[src/rtl/serial_word_sender.sv]
// Parallel-to-serial sender: one N-bit word per handshake, one bit per clock.
// Optional even-parity trailer bit with SERIAL_WORD_SENDER_PARITY_EN.
module serial_word_sender #(
    parameter int N        = 8,
    parameter bit IDLE_BIT = 1'b0
) (
    input  logic         clk,
    input  logic         reset,
    input  logic [N-1:0] data_in,
    input  logic         valid_in,
    input  logic         msb_first,
    output logic         ready_out,
    output logic         I_out,
    output logic         dir_out,
    output logic         busy,
    output logic         last_out
);

    localparam int CW = $clog2(N + 1);

`ifdef SERIAL_WORD_SENDER_PARITY_EN
    typedef enum logic [1:0] {
        IDLE   = 2'd0,
        SEND   = 2'd1,
        PARITY = 2'd2
    } state_t;
`else
    typedef enum logic [1:0] {
        IDLE = 2'd0,
        SEND = 2'd1
    } state_t;
`endif

    state_t          state;
    state_t          state_n;
    logic [CW-1:0]   cnt;
    logic [CW-1:0]   cnt_n;
    logic [N-1:0]    hold;
    logic [N-1:0]    hold_n;
    logic            dir_n;
    logic            accept;
    logic            do_load;
    logic            last_bit;
    logic [CW-1:0]   sh;
    logic [N-1:0]    shifted;
    logic            busy_n;
    logic            final_n;
    logic            ready_n;
    logic            i_n;

    assign accept   = valid_in && ready_out;
    assign last_bit = (cnt == CW'(N - 1));

    always_comb begin
        state_n = state;
        cnt_n   = cnt;
        hold_n  = hold;
        dir_n   = dir_out;
        do_load = 1'b0;
        unique case (state)
            IDLE: begin
                if (accept) do_load = 1'b1;
            end
            SEND: begin
                if (!last_bit) begin
                    cnt_n = cnt + 1'b1;
                end else begin
`ifdef SERIAL_WORD_SENDER_PARITY_EN
                    state_n = PARITY;
`else
                    if (accept) do_load = 1'b1;
                    else        state_n = IDLE;
`endif
                end
            end
`ifdef SERIAL_WORD_SENDER_PARITY_EN
            PARITY: begin
                if (accept) do_load = 1'b1;
                else        state_n = IDLE;
            end
`endif
            default: state_n = IDLE;
        endcase
        if (do_load) begin
            state_n = SEND;
            cnt_n   = '0;
            hold_n  = data_in;
            dir_n   = msb_first;
        end
    end

    // Outputs are computed from next-state values so they can be registered.
    always_comb begin
        sh      = dir_n ? (CW'(N - 1) - cnt_n) : cnt_n;
        shifted = hold_n >> sh;
        busy_n  = (state_n != IDLE);
`ifdef SERIAL_WORD_SENDER_PARITY_EN
        final_n = (state_n == PARITY);
`else
        final_n = (state_n == SEND) && (cnt_n == CW'(N - 1));
`endif
        ready_n = !busy_n || final_n;
        i_n     = IDLE_BIT;
        if (state_n == SEND) i_n = shifted[0];
`ifdef SERIAL_WORD_SENDER_PARITY_EN
        if (state_n == PARITY) i_n = ^hold_n;
`endif
    end

    always_ff @(posedge clk) begin
        if (!reset) begin
            state     <= IDLE;
            cnt       <= '0;
            hold      <= '0;
            dir_out   <= 1'b0;
            ready_out <= 1'b1;
            busy      <= 1'b0;
            last_out  <= 1'b0;
            I_out     <= IDLE_BIT;
        end else begin
            state     <= state_n;
            cnt       <= cnt_n;
            hold      <= hold_n;
            dir_out   <= dir_n;
            ready_out <= ready_n;
            busy      <= busy_n;
            last_out  <= final_n;
            I_out     <= i_n;
        end
    end

endmodule

[config.mk]
export PLATFORM = sky130hd
export DESIGN_NAME = serial_word_sender
export DESIGN_NICKNAME = d
export VERILOG_FILES = /design/src/rtl/serial_word_sender.sv
export SDC_FILE = /design/constraint.sdc
export NUM_CORES = 1
export LEC_CHECK = 0
export CORE_ASPECT_RATIO = 1.5
export CORE_MARGIN = 2
export CORE_UTILIZATION = 52
export CTS_CLUSTER_DIAMETER = 40
export CTS_CLUSTER_SIZE = 12
export DETAILED_ROUTE_END_ITERATION = 10
export PLACE_DENSITY_LB_ADDON = 0.2
export SLEW_MARGIN = 40
export SYNTH_ARGS = -nofsm -noshare
export SYNTH_HDL_FRONTEND = slang
export SYNTH_SLANG_ARGS = --single-unit
export TNS_END_PERCENT = 50
[constraint.sdc]
create_clock -name clk -period 3 [get_ports clk]
set_clock_uncertainty 0.1 [all_clocks]
set_input_delay 0.6 -clock clk [delete_from_list [all_inputs] [get_ports clk]]
set_output_delay 0.6 -clock clk [all_outputs]
set_load 0.01 [all_outputs]
==> metrics.log <==
[metrics] post-cts gate resize count: 0
[metrics] number of detailed-routing iterations run before antenna repair: 4
[metrics] vias after detailed routing: approximately 860
[metrics] switching share of power: 0.265
[metrics] Post-synth top cells: sky130_fd_sc_hd__nand2_1 (25), sky130_fd_sc_hd__dfxtp_1 (19), sky130_fd_sc_hd__a21boi_0 (11)
[metrics] detail-routed net length per standard cell: between 10 and 15 µm
[metrics] Max Freq: between 400 and 500 MHz
[metrics] ratio of routed vias to standard cells: roughly 5.5
[metrics] count of antenna-violating nets left after detailed routing: 0
[metrics] clock tree from TritonCTS: yes
[metrics] ranking of synthesized cells by area: sky130_fd_sc_hd__dfxtp_1 (36%), sky130_fd_sc_hd__nand2_1 (8.9%), sky130_fd_sc_hd__a21boi_0 (7.8%)
[metrics] crit-path leading delay family: compound AO/OA/AOI/OAI gates
[metrics] share of async-settable or async-resettable flops after synthesis: 0
[metrics] maximum capacitance violations: 0
[metrics] number of antenna violations at the first check in global routing: 0
[metrics] measured slew at the worst slew-check pin: 0.541 ns
[metrics] sequential group share of total power: 0.568
[metrics] clk sinks: 19
[metrics] Critical Path AT: 2.44 ns
[metrics] final cycle utilization of the critical path: 0.778
[metrics] setup-violating endpoint count in the final report: 0
[metrics] fraction of power consumed by the clock network: 0.278
[metrics] cells after synthesis: 116
[metrics] Die Footprint: 2420 µm²
[metrics] width of the die: between 40 and 50 µm
[metrics] series of cell instances along the critical path: ha_1, and3b_2, o2111ai_4, mux2i_1, nand3_1, a2111o_1, o211a_1
[metrics] Core Area: roughly 2000 µm²
[metrics] leading register cell type out of synthesis: sky130_fd_sc_hd__dfxtp_1
[metrics] WL final: ~2000 µm
[metrics] Clock Tree Buf Depth: 2
[metrics] violation count after the first detailed-route iteration: 19
[metrics] Hold Fails Final Rpt: 0
[metrics] vias in the first global route: between 700 and 800
[metrics] top cell type by total area after synthesis: sky130_fd_sc_hd__dfxtp_1
[metrics] static power due to leakage: roughly 0.46 nW
[metrics] data required time at the worst endpoint: a little over 3 ns
[metrics] mapped cell area: 1060 µm²
[metrics] buffers inserted by post-CTS timing repair: 0
[metrics] syn_nets: 129
[metrics] root buffer cell: sky130_fd_sc_hd__clkbuf_4
[metrics] Post-synth EDFFs: 0
[metrics] number of unique standard cell types used by synthesis: 39
[metrics] fraction of layout instances using a drive strength above 1: 0.128
[metrics] Post-Synthesis Mean Instance Area: 9.11 µm²
[metrics] total internal power: between 0.0003 and 0.0004 W
[metrics] worst slack after detailed placement: roughly 0.67 ns
[metrics] Slew Limit Fails: 0
[metrics] count leader, synth: sky130_fd_sc_hd__nand2_1
[metrics] global-route wire length before repair: around 3500 µm
[metrics] H-tree depth: 1
[metrics] fin nets: 147
[metrics] height of the die: between 50 and 60 µm
[metrics] part of the total power dissipated in combinational logic: 0.154
[metrics] flip-flop and latch count after synthesis: 19
[metrics] final setup slack of the worst path: 0.666 ns
[metrics] Setup Crit Path Kind: flop to flop
[metrics] number of CTS-inserted buffers: 3
[metrics] warnings from Yosys: 0
[metrics] maximum net fanout on the critical path: 10
[metrics] all-layer global routing usage: 0.206
[metrics] Fin Setup TNS: 0 ns
[metrics] post-detailed-placement half-perimeter wirelength: roughly 1500 µm
[metrics] switching power summed over all nets: around 0.00013 W
[metrics] Placement Rows: 20
[metrics] clock slew at reported path FFs: ~0.11 ns
[metrics] routability-driven placement congestion ratio: 0.810
[metrics] worst path bufs/invs: 0
[metrics] Crit path largest cell delay: around 0.43 ns
[metrics] overall power after layout: just under 0.0005 W
[metrics] minimum clock period: around 2.3 ns
[metrics] P per Cell Area: a little under 400 nW/µm²
[metrics] Hold Crit Class: flop to flop
[metrics] sort of element at the start of the critical path: flop
[metrics] # diodes: 0
[metrics] IO Count: 17
[metrics] Max-Slew Margin vs Limit: 0.639
[metrics] layout filler cell count: 173
[metrics] hold bufs inserted after CTS: 0
[metrics] fraction of synthesized cell area taken by the top area cell type: 0.360
[metrics] buffers added on ports: 16
[metrics] result of the run: finished clean
[metrics] part of the Yosys area used for sequential elements: 0.360
[metrics] DRC errors left: 0
[metrics] latest clock arrival within the worst-skew pair: about 0.31 ns
[metrics] WHS: about 0.37 ns
[metrics] initial standard-cell utilization of the core: 0.535
[metrics] worst-path cell with the longest stage delay: sky130_fd_sc_hd__a2111o_1
[metrics] post-layout utilization of the core: 0.632
[metrics] Worst setup EP type: flop
[metrics] signed area change from the synthesized netlist to the final layout: 18.2%
[metrics] maximum number of pins on one net before global-route repair: 14
[metrics] unrepaired setup endpoints after global routing: no
[metrics] VDD IR-drop max: 284 µV
[metrics] overall overflow remaining after global route: 0
[logic make-up after synthesis]
logic type / synth area share
buffers and inverters: 0.0355
AND/OR/NAND/NOR: 0.288
AO/OA/AOI/OAI: 0.191
adder cells (fa/ha/maj): 0.0118
XOR/XNOR: 0.0391
flip-flops: 0.360
other: 0.00355
multiplexers: 0.0722
[cells in the final DEF, fill, tap and decap left out, types with 3 or more instances in the layout]
cell and count:
sky130_fd_sc_hd__a21boi_0 11, sky130_fd_sc_hd__a21oi_1 3, sky130_fd_sc_hd__clkbuf_4 3, sky130_fd_sc_hd__clkdlybuf4s50_1 16
sky130_fd_sc_hd__dfxtp_1 19, sky130_fd_sc_hd__mux2i_1 4, sky130_fd_sc_hd__nand2_1 25, sky130_fd_sc_hd__nand2b_1 3
sky130_fd_sc_hd__nand3b_1 3, sky130_fd_sc_hd__nor2_1 7, sky130_fd_sc_hd__nor2b_1 3
[final timing paths]
check / startpoint / to / depth (start not counted) / slack, ns
setup / recovery: cnt[0] / I_out / 7 / 0.67
hold / removal: hold[1] / hold[1] / 2 / 0.37
setup reg to reg: cnt[0] / I_out / 7 / 0.67
hold reg to reg: hold[1] / hold[1] / 2 / 0.37
[per-layer routing]
layer / up-vias / share of wire / GRT usage
met3: 5 / 0.023 / 0.0226
met5: - / 0 / 0
met4: 0 / 0.020 / 0.0762
li1: 440 / - / -
met2: 15 / 0.53 / 0.350
met1: 399 / 0.43 / 0.251
[layout make-up]
| type | instances | area [µm²] | area share |
|---|---|---|---|
| clock inverters | 1 | 5.00 | 0.00400 |
| clock buffers | 3 | 22.5 | 0.0180 |
| multi-input cells | 92 | 639 | 0.512 |
| repair buffers | 18 | 175 | 0.140 |
| flip-flops and latches | 19 | 380 | 0.304 |
| well taps | 22 | 27.5 | 0.0220 |
[power by group through the flow]
stage	logic [W]	clock network, W	registers (W)
after detailed placement	0.0000744	0	0.000279
final	0.0000738	0.000134	0.000273
after CTS	0.0000747	0.000138	0.000273
after global placement	0.0000732	0	0.000278
after global routing	0.0000829	0.000144	0.000275
after floorplan	0.0000496	0	0.000274
[registers in the layout, summed over array words and instances, names as in the netlist]
signal,count
ready_out,1
dir_out,1
last_out,1
cnt,4
hold,8
state,2
I_out,1
busy,1
[worst reg2reg max path, cell delays in order (launching register included)]
cell and delay [ns]:
sky130_fd_sc_hd__dfxtp_1 0.40, sky130_fd_sc_hd__ha_1 0.30, sky130_fd_sc_hd__and3b_2 0.27, sky130_fd_sc_hd__o2111ai_4 0.30, sky130_fd_sc_hd__mux2i_1 0.24, sky130_fd_sc_hd__nand3_1 0.09, sky130_fd_sc_hd__a2111o_1 0.43, sky130_fd_sc_hd__o211a_1 0.11
[metrics by stage]
step,instance area [µm²],instances
after floorplan,1060,116
after detailed placement,1220,151
after global routing,1250,155
after global placement,1220,151
final,1250,155
after CTS,1250,155
Note: power is estimated with default switching activity, not from simulation.
